## src/rtl/pipeline_pkg.sv

```systemverilog
// Shared pipeline definitions: funct3 load/store codes, result-select
// encodings and the memory-stage state type.
package pipeline_pkg;

    localparam logic [2:0] F3_B  = 3'b000;
    localparam logic [2:0] F3_H  = 3'b001;
    localparam logic [2:0] F3_W  = 3'b010;
    localparam logic [2:0] F3_BU = 3'b100;
    localparam logic [2:0] F3_HU = 3'b101;

    localparam logic [1:0] RES_ALU = 2'b00;
    localparam logic [1:0] RES_MEM = 2'b01;
    localparam logic [1:0] RES_PC4 = 2'b10;

    localparam int CNT_W = 8;

    typedef enum logic {
        IDLE = 1'b0,
        WAIT = 1'b1
    } state_t;

    // Stores only have signed-width encodings; loads add the unsigned pair.
    function automatic logic f3_legal(input logic [2:0] f3, input logic is_store);
        if (is_store)
            return (f3 == F3_B) || (f3 == F3_H) || (f3 == F3_W);
        return (f3 == F3_B) || (f3 == F3_H) || (f3 == F3_W) ||
               (f3 == F3_BU) || (f3 == F3_HU);
    endfunction

endpackage

```

## src/rtl/memory_cycle_lsu_align.sv

```systemverilog
// Byte-lane alignment for the memory stage: store lane replication, byte
// enables, load lane selection with extension, and misalignment detection.
module lsu_align
    import pipeline_pkg::*;
(
    input  logic [2:0]  funct3_i,
    input  logic [1:0]  addr_lo_i,
    input  logic        is_store_i,
    input  logic [31:0] wdata_i,
    input  logic [31:0] rdata_i,
    output logic [3:0]  be_o,
    output logic [31:0] wdata_o,
    output logic [31:0] rdata_o,
    output logic        misalign_o
);

    logic [31:0] lane;

    assign lane = rdata_i >> {addr_lo_i, 3'b000};

    // Access size comes from funct3[1:0]; any unlisted encoding is rejected.
    always_comb begin
        be_o       = 4'b0000;
        wdata_o    = wdata_i;
        misalign_o = ~f3_legal(funct3_i, is_store_i);
        case (funct3_i[1:0])
            2'b00: begin
                be_o    = 4'b0001 << addr_lo_i;
                wdata_o = {4{wdata_i[7:0]}};
            end
            2'b01: begin
                be_o    = 4'b0011 << addr_lo_i;
                wdata_o = {2{wdata_i[15:0]}};
                if (addr_lo_i[0])
                    misalign_o = 1'b1;
            end
            2'b10: begin
                be_o = 4'b1111;
                if (addr_lo_i != 2'b00)
                    misalign_o = 1'b1;
            end
            default: misalign_o = 1'b1;
        endcase
    end

    // Load extension from the selected lane.
    always_comb begin
        rdata_o = lane;
        case (funct3_i)
            F3_B:    rdata_o = {{24{lane[7]}}, lane[7:0]};
            F3_H:    rdata_o = {{16{lane[15]}}, lane[15:0]};
            F3_BU:   rdata_o = {24'h000000, lane[7:0]};
            F3_HU:   rdata_o = {16'h0000, lane[15:0]};
            default: rdata_o = lane;
        endcase
    end

endmodule

```

## src/rtl/memory_cycle.sv

```systemverilog
// Memory stage: issues loads/stores on a valid/ready port, stalls upstream
// while an access is outstanding, aborts on timeout, registers M/W fields.
module memory_cycle
    import pipeline_pkg::*;
#(
    parameter int TIMEOUT_CYCLES = 255
)
(
    input  logic        clk,
    input  logic        rst,
    input  logic [31:0] ALUResultM,
    input  logic [31:0] WriteDataM,
    input  logic [31:0] PCPlus4M,
    input  logic [31:0] InstrM,
    input  logic [4:0]  RdM,
    input  logic        RegWriteM,
    input  logic        MemWriteM,
    input  logic [1:0]  ResultSrcM,
    output logic        dmem_req,
    output logic        dmem_we,
    output logic [31:0] dmem_addr,
    output logic [31:0] dmem_wdata,
    output logic [3:0]  dmem_be,
    input  logic        dmem_ready,
    input  logic [31:0] dmem_rdata,
    output logic        StallM,
    output logic [31:0] ALUResultW,
    output logic [31:0] ReadDataW,
    output logic [31:0] PCPlus4W,
    output logic [4:0]  RdW,
    output logic        RegWriteW,
    output logic [1:0]  ResultSrcW,
    output logic        MisalignW,
    output logic        BusErrW
);

    state_t           state_q;
    logic [CNT_W-1:0] cnt_q;
    logic [31:0]      addr_q;
    logic [31:0]      wdata_q;
    logic [3:0]       be_q;
    logic             we_q;
    logic [2:0]       f3_q;

    logic        in_wait, is_load, mem_op, is_store_sel, load_sel;
    logic [2:0]  f3_sel;
    logic [1:0]  lo_sel;
    logic [3:0]  be_c;
    logic [31:0] wdata_c, rdata_ext;
    logic        mis_c, issue, mis_retire, to_hit, abort, req_raw, complete, stall_raw;

    assign in_wait      = (state_q == WAIT);
    assign is_load      = (ResultSrcM == RES_MEM);
    assign mem_op       = MemWriteM | is_load;
    assign f3_sel       = in_wait ? f3_q : InstrM[14:12];
    assign lo_sel       = in_wait ? addr_q[1:0] : ALUResultM[1:0];
    assign is_store_sel = in_wait ? we_q : MemWriteM;
    assign load_sel     = in_wait ? ~we_q : is_load;

    lsu_align u_align (
        .funct3_i   (f3_sel),
        .addr_lo_i  (lo_sel),
        .is_store_i (is_store_sel),
        .wdata_i    (WriteDataM),
        .rdata_i    (dmem_rdata),
        .be_o       (be_c),
        .wdata_o    (wdata_c),
        .rdata_o    (rdata_ext),
        .misalign_o (mis_c)
    );

    assign issue      = ~in_wait & mem_op & ~mis_c;
    assign mis_retire = ~in_wait & mem_op & mis_c;
    // Request stays up on the last count so a late ready still wins.
    assign to_hit     = in_wait & (cnt_q == CNT_W'(TIMEOUT_CYCLES));
    assign abort      = to_hit & ~dmem_ready;
    assign req_raw    = issue | in_wait;
    assign complete   = req_raw & dmem_ready;
    assign stall_raw  = (issue & ~dmem_ready) | (in_wait & ~dmem_ready & ~to_hit);

    // Gating by rst drops the request the instant reset hits a pending access.
    assign dmem_req   = req_raw & ~rst;
    assign dmem_we    = dmem_req & is_store_sel;
    assign dmem_be    = dmem_req ? (in_wait ? be_q : be_c) : 4'b0000;
    assign dmem_addr  = in_wait ? {addr_q[31:2], 2'b00} : {ALUResultM[31:2], 2'b00};
    assign dmem_wdata = in_wait ? wdata_q : wdata_c;
    assign StallM     = stall_raw & ~rst;

    // IDLE/WAIT sequencing, wait counter and request latch.
    always_ff @(posedge clk or posedge rst) begin
        if (rst) begin
            state_q <= IDLE;
            cnt_q   <= '0;
            addr_q  <= '0;
            wdata_q <= '0;
            be_q    <= '0;
            we_q    <= 1'b0;
            f3_q    <= '0;
        end else begin
            case (state_q)
                IDLE: begin
                    if (issue) begin
                        addr_q  <= ALUResultM;
                        wdata_q <= wdata_c;
                        be_q    <= be_c;
                        we_q    <= MemWriteM;
                        f3_q    <= InstrM[14:12];
                        if (!dmem_ready) begin
                            state_q <= WAIT;
                            cnt_q   <= '0;
                        end
                    end
                end
                WAIT: begin
                    if (dmem_ready || to_hit)
                        state_q <= IDLE;
                    else
                        cnt_q <= cnt_q + 1'b1;
                end
                default: state_q <= IDLE;
            endcase
        end
    end

    // M/W register: free-running; stalls and aborts retire as bubbles.
    always_ff @(posedge clk or posedge rst) begin
        if (rst) begin
            ALUResultW <= '0;
            ReadDataW  <= '0;
            PCPlus4W   <= '0;
            RdW        <= '0;
            RegWriteW  <= 1'b0;
            ResultSrcW <= '0;
            MisalignW  <= 1'b0;
            BusErrW    <= 1'b0;
        end else begin
            ALUResultW <= ALUResultM;
            PCPlus4W   <= PCPlus4M;
            RdW        <= RdM;
            ResultSrcW <= ResultSrcM;
            ReadDataW  <= (complete & load_sel) ? rdata_ext : 32'h0;
            RegWriteW  <= RegWriteM & ~stall_raw & ~abort & ~mis_retire;
            MisalignW  <= mis_retire;
            BusErrW    <= abort;
        end
    end

endmodule

```

## config.mk

```make
export PLATFORM = sky130hd
export DESIGN_NAME = memory_cycle
export DESIGN_NICKNAME = d
export VERILOG_FILES = /design/src/rtl/pipeline_pkg.sv /design/src/rtl/memory_cycle_lsu_align.sv /design/src/rtl/memory_cycle.sv
export SDC_FILE = /design/constraint.sdc
export NUM_CORES = 1
export LEC_CHECK = 0
export BUFFER_PORTS_ARGS = -buffer_cell sky130_fd_sc_hd__buf_2
export CAP_MARGIN = 20
export CORE_MARGIN = 10
export CORE_UTILIZATION = 45
export CTS_CLUSTER_SIZE = 8
export DETAILED_ROUTE_END_ITERATION = 16
export PLACE_DENSITY = 0.76
export RECOVER_POWER = 50
export REMOVE_ABC_BUFFERS = 1
export SETUP_SLACK_MARGIN = 0.15
export SYNTH_ARGS = -nofsm -noshare
export SYNTH_HDL_FRONTEND = slang
export SYNTH_SLANG_ARGS = --single-unit
```

## constraint.sdc

```tcl
create_clock -name clk -period 8.05 [get_ports clk]
set_input_delay 0.805 -clock clk [delete_from_list [all_inputs] [get_ports clk]]
set_output_delay 0.805 -clock clk [all_outputs]
set_load 0.02 [all_outputs]
```

==> out/qor.log <==
qor: clock_network.cts-htree-levels 4
qor: worst_setup_path.worstSetupPathType register to output pin
qor: logic_synthesis.yosys.area_share.adder 0.7628%
qor: sta.worst_pin_slew 1250 ps
qor: drt.detailroute.via_count 6169
qor: logic_synthesis.post_synth_main_area_contributors sky130_fd_sc_hd__dfrtp_1 57%, sky130_fd_sc_hd__mux2_2 11%, sky130_fd_sc_hd__mux2_4 5.3%, sky130_fd_sc_hd__a21oi_1 2.7%, sky130_fd_sc_hd__nand2_1 2.7%
qor: hold_path.hold_path.class primary input to register
qor: worst_setup_path.startpoint in_wait
qor: power_and_ir_drop.vdd_drop_max 0.0001792 V
qor: die.die_height 155.0 um
qor: worst_setup_path.critical-path-top-cell-by-count sky130_fd_sc_hd__buf_4
qor: sta.finalClockSkew 11.76 ps
qor: logic_synthesis.synth_mux_area_share 17.51%
qor: clock_network.cts_inserted_buffers 17
qor: clock_network.clk-insertion-delay-late 430 ps
qor: worst_setup_path.critical_path.n_buffers_inverters 4
qor: sta.max-slew-margin-rel 16.69%
qor: global_route.grt_pass1_vias 6347
qor: run.cap_violations 0
qor: finish.final_cell_area 10390 sq um
qor: power_and_ir_drop.powerDensity 349.4 nW/um^2
qor: worst_setup_path.critPathRequiredTime 7240 ps
qor: finish.n_antenna_cell 0
qor: sta.grt_setup_unrepaired false
qor: hold_path.whs_endpoint PCPlus4W[1]
qor: logic_synthesis.synth_top_family_by_area multiplexers
qor: logic_synthesis.synth.cell_area 8202 sq um
qor: drt.finalWirelength 23240 um
qor: power_and_ir_drop.static-leakage-power 4.893 nW
qor: logic_synthesis.synth_ff_type sky130_fd_sc_hd__dfrtp_1
qor: logic_synthesis.synth-compound-area-share 11.99%
qor: clock_network.clk_root_buffer_cell sky130_fd_sc_hd__clkbuf_16
qor: logic_synthesis.share_of_synthesized_area_occupied_by_flip_flops_and_latches 57.06%
qor: hold_path.min_path_cells 1
qor: worst_setup_path.path_cells buf_4, inv_2, o31ai_2, o221ai_4, buf_4, a21oi_1, buf_2
qor: logic_synthesis.post_synth_inst_count 655
qor: finish.fin_nets 1134
qor: sta.setup_tns 0 ps
qor: logic_synthesis.synth_cell_type_count 55
qor: worst_setup_path.worst_r2r_startpoint in_wait
qor: die.placeableCoreArea 17960 sq um
qor: worst_setup_path.path_delay_family buffers and inverters
qor: drt.detailedRoute.firstIterationViolations 287
qor: clock_network.cts_setup_buffers 0
qor: worst_setup_path.worst_setup_path_start_kind register
qor: placement.dp_cells 1166
qor: clock_network.cts.sink_count 187
qor: die.floorplan.die_area 24030 sq um
qor: clock_network.cts.path.max_buffers 2
qor: worst_setup_path.sort_of_element_at_the_end_of_the_critical_path output pin
qor: placement.dp_hpwl 16910 um
qor: drt.detail_route.vias_per_cell 5.145
qor: finish.finish.cell_count_without_fillers 1199
qor: worst_setup_path.critical-path-max-stage-delay 1170 ps
qor: logic_synthesis.synth_common_cells 187 x sky130_fd_sc_hd__dfrtp_1, 77 x sky130_fd_sc_hd__mux2_2, 58 x sky130_fd_sc_hd__nand2_1, 45 x sky130_fd_sc_hd__a21oi_1, 36 x sky130_fd_sc_hd__o21ai_0
qor: placement.placement.cell_area 9928 sq um
qor: drt.first_pass_iters 4
qor: logic_synthesis.yosys.area.top_type_share 57.06%
qor: logic_synthesis.synth_xor_area_share 0.6407%
qor: die.placementRows 49
qor: logic_synthesis.synth.yosys.warnings 0
qor: logic_synthesis.synth_enable_flop_cells 0
qor: clock_network.post_cts_resized 0
qor: logic_synthesis.synth_simple_gate_area_share 8.589%
qor: sta.hold_viol 0
qor: worst_setup_path.worst_ep_arrival_time 5210 ps
qor: hold_path.worstHoldStart PCPlus4M[1]
qor: clock_network.cts_hold_buf 0
qor: global_route.antenna_violations_before_repair 0
qor: global_route.grt_pass1_wl 35680 um
qor: worst_setup_path.worst-r2r-cell-count 6
qor: global_route.gr-usage-all-layers 18.63%
qor: logic_synthesis.synth_top_cell_by_area sky130_fd_sc_hd__dfrtp_1
qor: sta.fin_crit 6012 ps
qor: placement.finalWeightedCongestion 0.7942
qor: logic_synthesis.synth_seq_cells 187
qor: die.design.portCount 349
qor: global_route.globalRoute.totalOverflow 0
qor: logic_synthesis.synthMostInstantiatedCell sky130_fd_sc_hd__dfrtp_1
qor: die.initial_utilization 45.66%
qor: sta.drv_slew 0
qor: worst_setup_path.cp_num_cells 7
qor: finish.n_fill_cell 1564
qor: drt.route.detailed.drc 0
qor: clock_network.cts_tree yes
qor: worst_setup_path.critical_path.slowest_cell sky130_fd_sc_hd__dfrtp_1
qor: finish.fraction_of_layout_cells_with_a_size_suffix_above_1 38.87%
qor: worst_setup_path.critPathMaxFanout 47
qor: placement.port-buffer-count 317
qor: global_route.maximum_number_of_pins_on_one_net_before_global_route_repair 110
qor: status.run_status finished, final reports clean
qor: logic_synthesis.syn_avg_cell_area 12.52 sq um
qor: drt.routed_wire_length_per_instance 19.38 um
qor: finish.layout-area-overhead-vs-synth 26.68%
qor: logic_synthesis.synth_async_sr_flop_share 100.0%
qor: clock_network.cts.reportedPaths.clkPinSlew 80 ps
qor: die.die_width 155.0 um
qor: worst_setup_path.r2r-end f3_q[2]
qor: sta.finalCritPeriodShare 74.68%
qor: sta.maxClockFrequency 166.3 MHz
qor: drt.detail-route-antenna-nets 0
qor: sta.finalSetupViolations 0
qor: worst_setup_path.reg2reg_setup_slack 3200 ps
## routing by layer
layer	share of wire, %	vias to the layer above	wire [um]	global-route usage (%)
li1	-	2941	-	-
met1	41	2987	9560	22.71
met2	50	222	11540	30.49
met3	7.8	19	1813	5.955
met4	1.4	0	329	6.343
met5	0	-	0	0
## sequential cells by signal (all words and copies together), names as in the netlist
signal      cells
be_q            4
ReadDataW      32
f3_q            3
ResultSrcW      2
cnt_q           8
MisalignW       1
addr_q         32
in_wait         1
ALUResultW     32
BusErrW         1
PCPlus4W       32
RdW             5
we_q            1
wdata_q        32
RegWriteW       1
## placed cells by master, fill, tap and decap left out, drive strengths merged, types with 3 or more instances in the layout
cell type / n
o2bb2ai: 9
and3: 9
o21ai: 41
nor3: 21
a211oi: 14
a22o: 10
and2: 10
inv: 17
ha: 5
clkinv: 7
a221o: 8
xnor2: 5
nor2: 26
nand3: 5
a21oi: 45
nand2: 58
dfrtp: 187
buf: 212
nor2b: 3
clkbuf: 130
mux2: 106
mux2i: 13
## worst max path at each step
stage               slack, ps  endpoint
finish                   2040  dmem_req
CTS                      2550  dmem_req
floorplan                -990  dmem_req
global route             1660  dmem_req
global placement         3040  dmem_req
detailed placement       3010  dmem_req
## final cells by class
cell class | instances | area, sq um | share of cell area [%]
clock buffer | 17 | 425.4 | 4.094
clock inverter | 15 | 156.4 | 1.505
inverter | 10 | 45.04 | 0.4335
multi-input combinational | 416 | 3274 | 31.51
sequential | 187 | 4679 | 45.04
tap | 229 | 286.5 | 2.758
timing repair buffer | 325 | 1523 | 14.66
## where the power goes
group / internal [W] / leakage (nW) / switching [W]
sequential: 0.00117 / 2.30 / 0.000135
combinational: 0.000640 / 2.31 / 0.000865
clock: 0.000416 / 0.283 / 0.000404
total: 0.00222 / 4.89 / 0.00141
## kinds of logic after synthesis
logic type,Yosys count
other cells,1
simple gates,140
flops,187
xor+xnor,6
mux,119
compound gates,144
buf+inv,53
fa+ha+maj,5
## per-stage QoR
step	hold slack [ps]	setup slack, ps	power (W)	util [%]
2_1_floorplan	446.2	-994.0	0.002415	-
3_5_place_dp	462.7	3009	0.002845	55.27
6_report	477.8	2038	0.003630	57.84
3_3_place_gp	459.5	3041	0.002815	55.27
4_1_cts	451.9	2545	0.003680	58.51
5_1_grt	449.8	1659	0.003854	57.84
No activity file was read; power rests on OpenSTA's default activity.
